<file path="config.mk">
export PLATFORM = sky130hd
export DESIGN_NAME = beat_timing_gen
export DESIGN_NICKNAME = d
export VERILOG_FILES = /design/src/rtl/beat_timing_gen.sv
export SDC_FILE = /design/constraint.sdc
export NUM_CORES = 1
export LEC_CHECK = 0
export ABC_AREA = 1
export BUFFER_PORTS_ARGS = -buffer_cell sky130_fd_sc_hd__buf_4
export CORE_AREA = 2 2 39 41
export DETAILED_ROUTE_END_ITERATION = 7
export DIE_AREA = 0 0 41 43
export GPL_TIMING_DRIVEN = 0
export PLACE_DENSITY = 0.52
export SYNTH_ARGS = -nofsm -noshare
export SYNTH_HDL_FRONTEND = slang
export SYNTH_SLANG_ARGS = --single-unit
</file>
<file path="constraint.sdc">
create_clock -name clk -period 2.4 [get_ports clk]
set_input_delay 0.24 -clock clk [delete_from_list [all_inputs] [get_ports clk]]
set_output_delay 0.24 -clock clk [all_outputs]
set_load 0.03 [all_outputs]
</file>
<file path="src/rtl/beat_timing_gen.sv">
// -----------------------------------------------------------------------------
// beat_timing_gen
// Machine-cycle timing generator for the hardwired controller.
// A machine cycle is made of beats (w1..wN). Each beat is made of TSUB
// sub-phases (t[0]..t[TSUB-1]). The t3 strobe is one selected sub-phase and
// serves as the controller's state clock.
// The cycle length is chosen at each beat boundary from short/long:
//   short -> 1 beat, neither -> 2 beats, long -> NBEATS beats (short wins).
// At the end of a cycle, stop or step returns the block to IDLE. Otherwise the
// next cycle starts on the following clock with no gap.
//
// Ports
//   clk        in   master clock, all state on the rising edge
//   clr        in   asynchronous active-low reset
//   pulse      in   start request, honoured only in IDLE
//   step       in   single-step: halt after every cycle
//   stop       in   halt request, sampled on the end-of-cycle clock
//   short      in   end the cycle after w1 (wins over long)
//   long       in   run all NBEATS beats
//   w          out  one-hot beat, w[0] = w1, zero in IDLE
//   t          out  one-hot sub-phase within the beat, zero in IDLE
//   t3         out  t[T3_IDX]
//   beat_idx   out  current beat number
//   cycle_done out  high during the last sub-phase of a cycle
//   running    out  high in RUN
// -----------------------------------------------------------------------------
module beat_timing_gen #(
  parameter int NBEATS = 3,
  parameter int TSUB   = 4,
  parameter int T3_IDX = 2
) (
  input  logic                      clk,
  input  logic                      clr,
  input  logic                      pulse,
  input  logic                      step,
  input  logic                      stop,
  input  logic                      short,
  input  logic                      long,
  output logic [NBEATS-1:0]         w,
  output logic [TSUB-1:0]           t,
  output logic                      t3,
  output logic [$clog2(NBEATS)-1:0] beat_idx,
  output logic                      cycle_done,
  output logic                      running
);

  localparam int BW = $clog2(NBEATS);
  localparam int SW = $clog2(TSUB);
  localparam logic [BW-1:0] LAST_BEAT = BW'(NBEATS - 1);
  localparam logic [SW-1:0] LAST_SUB  = SW'(TSUB - 1);

  typedef enum logic [0:0] {
    IDLE = 1'b0,
    RUN  = 1'b1
  } state_t;

  state_t        r_state;
  logic [BW-1:0] r_beat;
  logic [SW-1:0] r_sub;

  logic          w_last_sub;
  logic          w_end_cycle;

  // End-of-beat and end-of-cycle decode; short/long only matter on the last sub-phase
  always_comb begin
    w_last_sub  = 1'b0;
    w_end_cycle = 1'b0;
    if (r_state == RUN) begin
      w_last_sub  = (r_sub == LAST_SUB);
      w_end_cycle = w_last_sub &
                    (short | (~long & (r_beat != {BW{1'b0}})) | (r_beat == LAST_BEAT));
    end else begin
      w_last_sub  = 1'b0;
      w_end_cycle = 1'b0;
    end
  end

  // Sequencer: IDLE/RUN state with beat and sub-phase counters
  always_ff @(posedge clk or negedge clr) begin
    if (!clr) begin
      r_state <= IDLE;
      r_beat  <= {BW{1'b0}};
      r_sub   <= {SW{1'b0}};
    end else begin
      case (r_state)
        IDLE: begin
          // Counters already sit at zero here, so starting only changes state
          if (pulse) begin
            r_state <= RUN;
          end else begin
            r_state <= IDLE;
          end
          r_beat <= {BW{1'b0}};
          r_sub  <= {SW{1'b0}};
        end
        RUN: begin
          if (!w_last_sub) begin
            r_sub <= r_sub + SW'(1);
          end else if (!w_end_cycle) begin
            r_beat <= r_beat + BW'(1);
            r_sub  <= {SW{1'b0}};
          end else begin
            // Cycle boundary: either halt or roll straight into the next cycle
            if (stop | step) begin
              r_state <= IDLE;
            end else begin
              r_state <= RUN;
            end
            r_beat <= {BW{1'b0}};
            r_sub  <= {SW{1'b0}};
          end
        end
        default: begin
          r_state <= IDLE;
          r_beat  <= {BW{1'b0}};
          r_sub   <= {SW{1'b0}};
        end
      endcase
    end
  end

  // One-hot output decode of the registered counters, all zero in IDLE
  always_comb begin
    w        = {NBEATS{1'b0}};
    t        = {TSUB{1'b0}};
    running  = 1'b0;
    if (r_state == RUN) begin
      w       = NBEATS'(1) << r_beat;
      t       = TSUB'(1) << r_sub;
      running = 1'b1;
    end else begin
      w       = {NBEATS{1'b0}};
      t       = {TSUB{1'b0}};
      running = 1'b0;
    end
  end

  assign t3         = t[T3_IDX];
  assign beat_idx   = r_beat;
  assign cycle_done = w_end_cycle;

endmodule

</file>
==> run_results.csv, run 1 <==
group,metric,value,unit
outcome,status,"finished, final reports clean",
timing,layout_min_cycle_time,1.57,ns
timing,worst_clock_skew,0.000503,ns
floorplanning,fp.coreArea,1380,um^2
timing,finalHoldViolations,0,
yosys,post_synth_instance_area,404,um^2
routing,detailedRoute.firstIterationViolations,1,
cts,cts.htree.levels,1,
worst_setup_path,setup.worst_path.end_class,"primary output",
cts,tritoncts,"done",
cts,count_of_instances_resized_after_the_clock_tree_is_built,0,
routing,firstDrtPassIters,3,
worst_setup_path,crit_path_max_fanout,4,
timing,timing.max_slew.rel_slack,0.892,
final_layout,post_route_cells_drive_above_1_share,0.346,
worst_setup_path,cp_data_arrival_time,1.33,ns
yosys,post_synth_num_cell_types,15,
global_route,maximum_number_of_pins_on_one_net_before_global_route_repair,10,
routing,wirelength,732,um
worst_setup_path,critPathRequiredTime,2.16,ns
timing,achievable-frequency,638,MHz
cts,cts-buffers-inserted,3,
global_route,track_usage,0.0911,
cts,cts.sink_count,5,
cts,postCtsSetupBuffers,0,
global_route,gr-total-overflow,0,
cts,clk_path_buf_depth,2,
yosys,synth_warnings,0,
cts,cts.reportedPaths.clkPinSlew,0.04,ns
global_route,wire_length_of_the_first_global_routing_pass,1080,um
yosys,netlist_instances,55,
timing,final.period_utilization,0.653,
yosys,synth-edff-count,0,
final_layout,syn2layout_area_growth,47.4,%
yosys,top_cell_type_s_share_of_synthesized_area,0.310,
final_layout,nets,93,
floorplanning,floorplan.die.height,43,um
yosys,ys_seq_elements,5,
run,cap_viol_max_count,0,
global_route,grt_pass1_vias,298,
yosys,synth_area_leaders,"dfrtp_1 (31%), ha_1 (22%), nand2_1 (15%)",
timing,report.final.slew_viol_count,0,
timing,finalSetupViolCount,0,
cts,worstSkewPairLatency,0.24,ns
cts,cts_hold_repair.buffers,1,
routing,route.detailed.vias_per_inst,3.86,
placement,hpwl_dp,594,um
floorplanning,initial_core_util,0.292,
yosys,asyncSetResetFlopFracSynth,1.00,
floorplanning,placement_rows,14,
worst_setup_path,cp-start-kind,"flip-flop",
min_path,min-delay-path-class,"in -> reg",
floorplanning,floorplan.die.width,41,um
yosys,synth.avg_cell_area,7.35,um^2
placement,portBuffers,18,
timing,fin_tns_setup,0,ns
routing,detailroute.via_count,363,
yosys,dominantRegCellSynth,"dfrtp_1",
yosys,synth_seq_area_share,0.310,
placement,gp_congestion,0.689,
timing,rsz0062_at_grt,"no",
worst_setup_path,classification_of_the_worst_setup_path,"reg -> out",
yosys,synth.largest_area_cell,"dfrtp_1",
timing,worst_slew_pin_slew,0.161,ns
yosys,syn-num-nets,69,
routing,route.detailed.drc,0,
routing,final_antenna_net_count,0,
routing,drt-wirelength-per-cell,7.79,um
yosys,synth.most_common_cell,"nand2_1",
yosys,synth_common_cells,"nand2_1 (16), inv_1 (12), ha_1 (7)",
floorplanning,pin_count,19,
cts,clk_root_buffer_cell,"clkbuf_4",
final_layout,diodes,0,
global_route,initial_antenna_violation_count,0,
floorplanning,die-area,1760,um^2
timing,holdWs,0.322,ns
==> logic make-up (layout without fill, tap and decap cells) <==
family,Yosys count,after routing,synth area share
fa+ha+maj,7,7,0.217
buf+inv,17,40,0.186
flops,5,5,0.310
simple gates,25,25,0.276
compound gates,1,1,0.0124
==> metal layers <==
metal | global-route usage | vias to the layer above | share of wire
met5 | 0 | - | 0
met4 | 0.0600 | 0 | 0.019
met3 | 0 | 2 | 0.085
met2 | 0.150 | 14 | 0.46
met1 | 0.109 | 148 | 0.43
li1 | - | 199 | -
==> final timing paths <==
check                            start          end  slack, ns  depth (start not counted)
min reg2reg                   r_sub[0]     r_sub[0]       0.51                          1
max                        beat_idx[0]   cycle_done       0.83                          6
max in group asynchronous          clr  beat_idx[0]       1.93                          2
min in group asynchronous          clr     r_sub[1]       0.37                          2
max reg2reg                beat_idx[0]  beat_idx[1]       1.20                          7
min                              pulse      r_state       0.32                          4
==> cell usage in the layout (no fill, tap or decap) <==
cell            n
buf_6           1
dfrtp_1         5
nand2_4         1
nand3_1         1
dlygate4sd3_1   1
clkinv_1        1
or2_0           2
ha_1            7
clkbuf_4        3
buf_4          19
nand2_1        16
nor2_2          1
inv_2           2
inv_1          12
clkbuf_1        1
nor3_1          1
nor2_1          3
a21oi_1         1
==> cell type report <==
| cell class | count | area (um^2) |
|---|---|---|
| Tap cell | 16 | 20.0 |
| Buffer | 2 | 18.8 |
| Inverter | 15 | 56.3 |
| Fill cell | 151 | 788 |
| Sequential cell | 5 | 125 |
| Timing Repair Buffer | 19 | 145 |
| Multi-Input combinational cell | 33 | 204 |
| Clock buffer | 4 | 26.3 |
==> worst max-delay path, stage by stage, from the launching register on <==
cell	delay [ns]
dfrtp_1	0.39
inv_1	0.09
ha_1	0.21
inv_1	0.05
nand2_1	0.06
a21oi_1	0.12
buf_4	0.17
==> through the flow <==
step | setup slack, ns | util | area, um^2 | std cells
floorplan | 0.711 | - | 404 | 55
global placement | 1.07 | 0.404 | 559 | 89
detailed placement | 1.08 | 0.404 | 559 | 89
CTS | 0.817 | 0.430 | 596 | 94
global route | 0.749 | 0.430 | 596 | 94
finish | 0.832 | 0.430 | 596 | 94
==> registers in the layout, summed over array words and instances (netlist names) <==
name      cells
beat_idx      2
r_sub         2
r_state       1
Power of run 1 is left out: the tool's default activity adds up to more than one toggle a clock period on the data nets, which glitch-free logic cannot reach.
==> inputs of run 2 (changes only) <==
==> constraint.sdc (replaced) <==
create_clock -name clk -period 1.5 [get_ports clk]
set_input_delay 0.15 -clock clk [delete_from_list [all_inputs] [get_ports clk]]
set_output_delay 0.15 -clock clk [all_outputs]
set_load 0.03 [all_outputs]
==> run_results.csv, run 2 (same netlist as run 1, synthesis figures left out) <==
group,metric,value,unit
worst_setup_path,critPathRequiredTime,1.35,ns
cts,cts.htree.levels,1,
global_route,wire_length_of_the_first_global_routing_pass,1290,um
routing,final_antenna_net_count,0,
cts,clk_root_buffer_cell,"clkbuf_4",
global_route,track_usage,0.108,
floorplanning,fp.coreArea,1380,um^2
cts,cts-buffers-inserted,3,
floorplanning,initial_core_util,0.292,
routing,detailroute.via_count,372,
worst_setup_path,cpLargestDelayFamily,"flip-flops",
final_layout,post_route_cells_drive_above_1_share,0.430,
worst_setup_path,crit_buf_inv,3,
floorplanning,placement_rows,14,
routing,wirelength,810,um
global_route,maximum_number_of_pins_on_one_net_before_global_route_repair,10,
routing,detailedRoute.firstIterationViolations,7,
run,cap_viol_max_count,0,
final_layout,layout.cells.most_common_list,"buf_4 (19), nand2_1 (15), inv_1 (10)",
timing,fin_tns_setup,0,ns
routing,route.detailed.drc,0,
worst_setup_path,crit_path_max_fanout,4,
worst_setup_path,setup.worst_path.end_class,"primary output",
cts,clk_path_buf_depth,2,
worst_setup_path,cp_data_arrival_time,1.26,ns
timing,layout_min_cycle_time,1.41,ns
worst_setup_path,classification_of_the_worst_setup_path,"reg -> out",
timing,report.final.slew_viol_count,0,
outcome,status,"finished, final reports clean",
floorplanning,floorplan.die.width,41,um
timing,timing.max_slew.rel_slack,0.883,
timing,rsz0062_at_grt,"no",
timing,worst_clock_skew,0.00102,ns
final_layout,syn2layout_area_growth,52.9,%
routing,drt-wirelength-per-cell,8.53,um
timing,final.period_utilization,0.940,
timing,worst_slew_pin_slew,0.175,ns
global_route,grt_pass1_vias,343,
final_layout,layout.cells.most_common,"buf_4",
worst_setup_path,cp-start-kind,"flip-flop",
routing,route.detailed.vias_per_inst,3.92,
cts,tritoncts,"done",
floorplanning,floorplan.die.height,43,um
placement,hpwl_dp,640,um
final_layout,diodes,0,
final_layout,nets,94,
timing,finalHoldViolations,0,
placement,portBuffers,18,
floorplanning,pin_count,19,
placement,gp_congestion,0.732,
worst_setup_path,timing.critical_path.cells,"inv_2, ha_2, inv_1, nand2_2, a21oi_2, buf_6",
cts,cts.sink_count,5,
floorplanning,die-area,1760,um^2
routing,firstDrtPassIters,4,
timing,finalSetupViolCount,0,
global_route,gr-total-overflow,0,
cts,cts.reportedPaths.clkPinSlew,0.04,ns
min_path,min-delay-path-class,"in -> reg",
timing,achievable-frequency,709,MHz
worst_setup_path,critPathSlowestCell,"dfrtp_1",
global_route,initial_antenna_violation_count,0,
worst_setup_path,max_stage_delay,0.40,ns
cts,worstSkewPairLatency,0.24,ns
==> run 2: changes by cell type in the layout (fill, tap and decap cells not counted) <==
cell / previous run / this run
ha_2: 0 / 1
nand2_1: 16 / 15
a21oi_1: 1 / 0
nand2_2: 0 / 1
nor2_1: 3 / 2
buf_6: 1 / 2
inv_1: 12 / 10
nor2_2: 1 / 2
ha_1: 7 / 6
inv_2: 2 / 4
a21oi_2: 0 / 1
==> run 2: tightest hold or removal path: stages <==
cell	delay [ns]
buf_4	0.07
or2_0	0.09
nand2_1	0.05
inv_1	0.06
==> run 2: routing by layer <==
layer  track usage  part of all wire  vias to the layer above
met1         0.141              0.47                      161
met5             0                 0                        -
met3        0.0157             0.044                        0
met2         0.163              0.49                        9
li1              -                 -                      202
met4        0.0600                 0                        0
==> run 2: through the flow <==
stage | worst slack [ns] | std cells | util | cell area, um^2 | hold slack (ns)
floorplan | 0.0470 | 55 | - | 408 | -0.146
global placement | 0.240 | 89 | 0.407 | 563 | -0.0430
detailed placement | 0.225 | 89 | 0.407 | 563 | -0.0461
CTS | 0.0360 | 95 | 0.439 | 607 | 0.224
global route | 0.0188 | 95 | 0.447 | 618 | 0.242
finish | 0.0905 | 95 | 0.447 | 618 | 0.231
==> run 2: layout make-up <==
class                           count  area (um^2)
Timing Repair Buffer               20          156
Clock buffer                        4         26.3
Inverter                           15         56.3
Sequential cell                     5          125
Fill cell                         149          766
Buffer                              2         18.8
Tap cell                           16         20.0
Multi-Input combinational cell     33          215
==> run 2: worst paths after layout <==
kind                            depth (start not counted)         from     endpoint  slack, ns
worst max register to register                          7  beat_idx[0]  beat_idx[0]       0.36
min in group asynchronous                               2          clr  beat_idx[1]       0.25
worst min register to register                          1     r_sub[0]     r_sub[0]       0.50
worst max-delay path                                    6  beat_idx[1]   cycle_done       0.09
max in group asynchronous                               2          clr     r_sub[0]       1.15
worst min-delay path                                    4        pulse      r_state       0.23
==> run 2: repair_timing <==
| action | 4_1_cts | 5_1_grt |
|---|---|---|
| setup endpoints to repair | 1 | 1 |
| pin swaps | 0 | 1 |
| hold buffers | 1 | 0 |
| buffers inserted | 1 | 0 |
| endpoints found under the hold margin | 5 | 0 |
| gates resized for setup | 0 | 6 |
Power of run 2 is left out for the same reason.
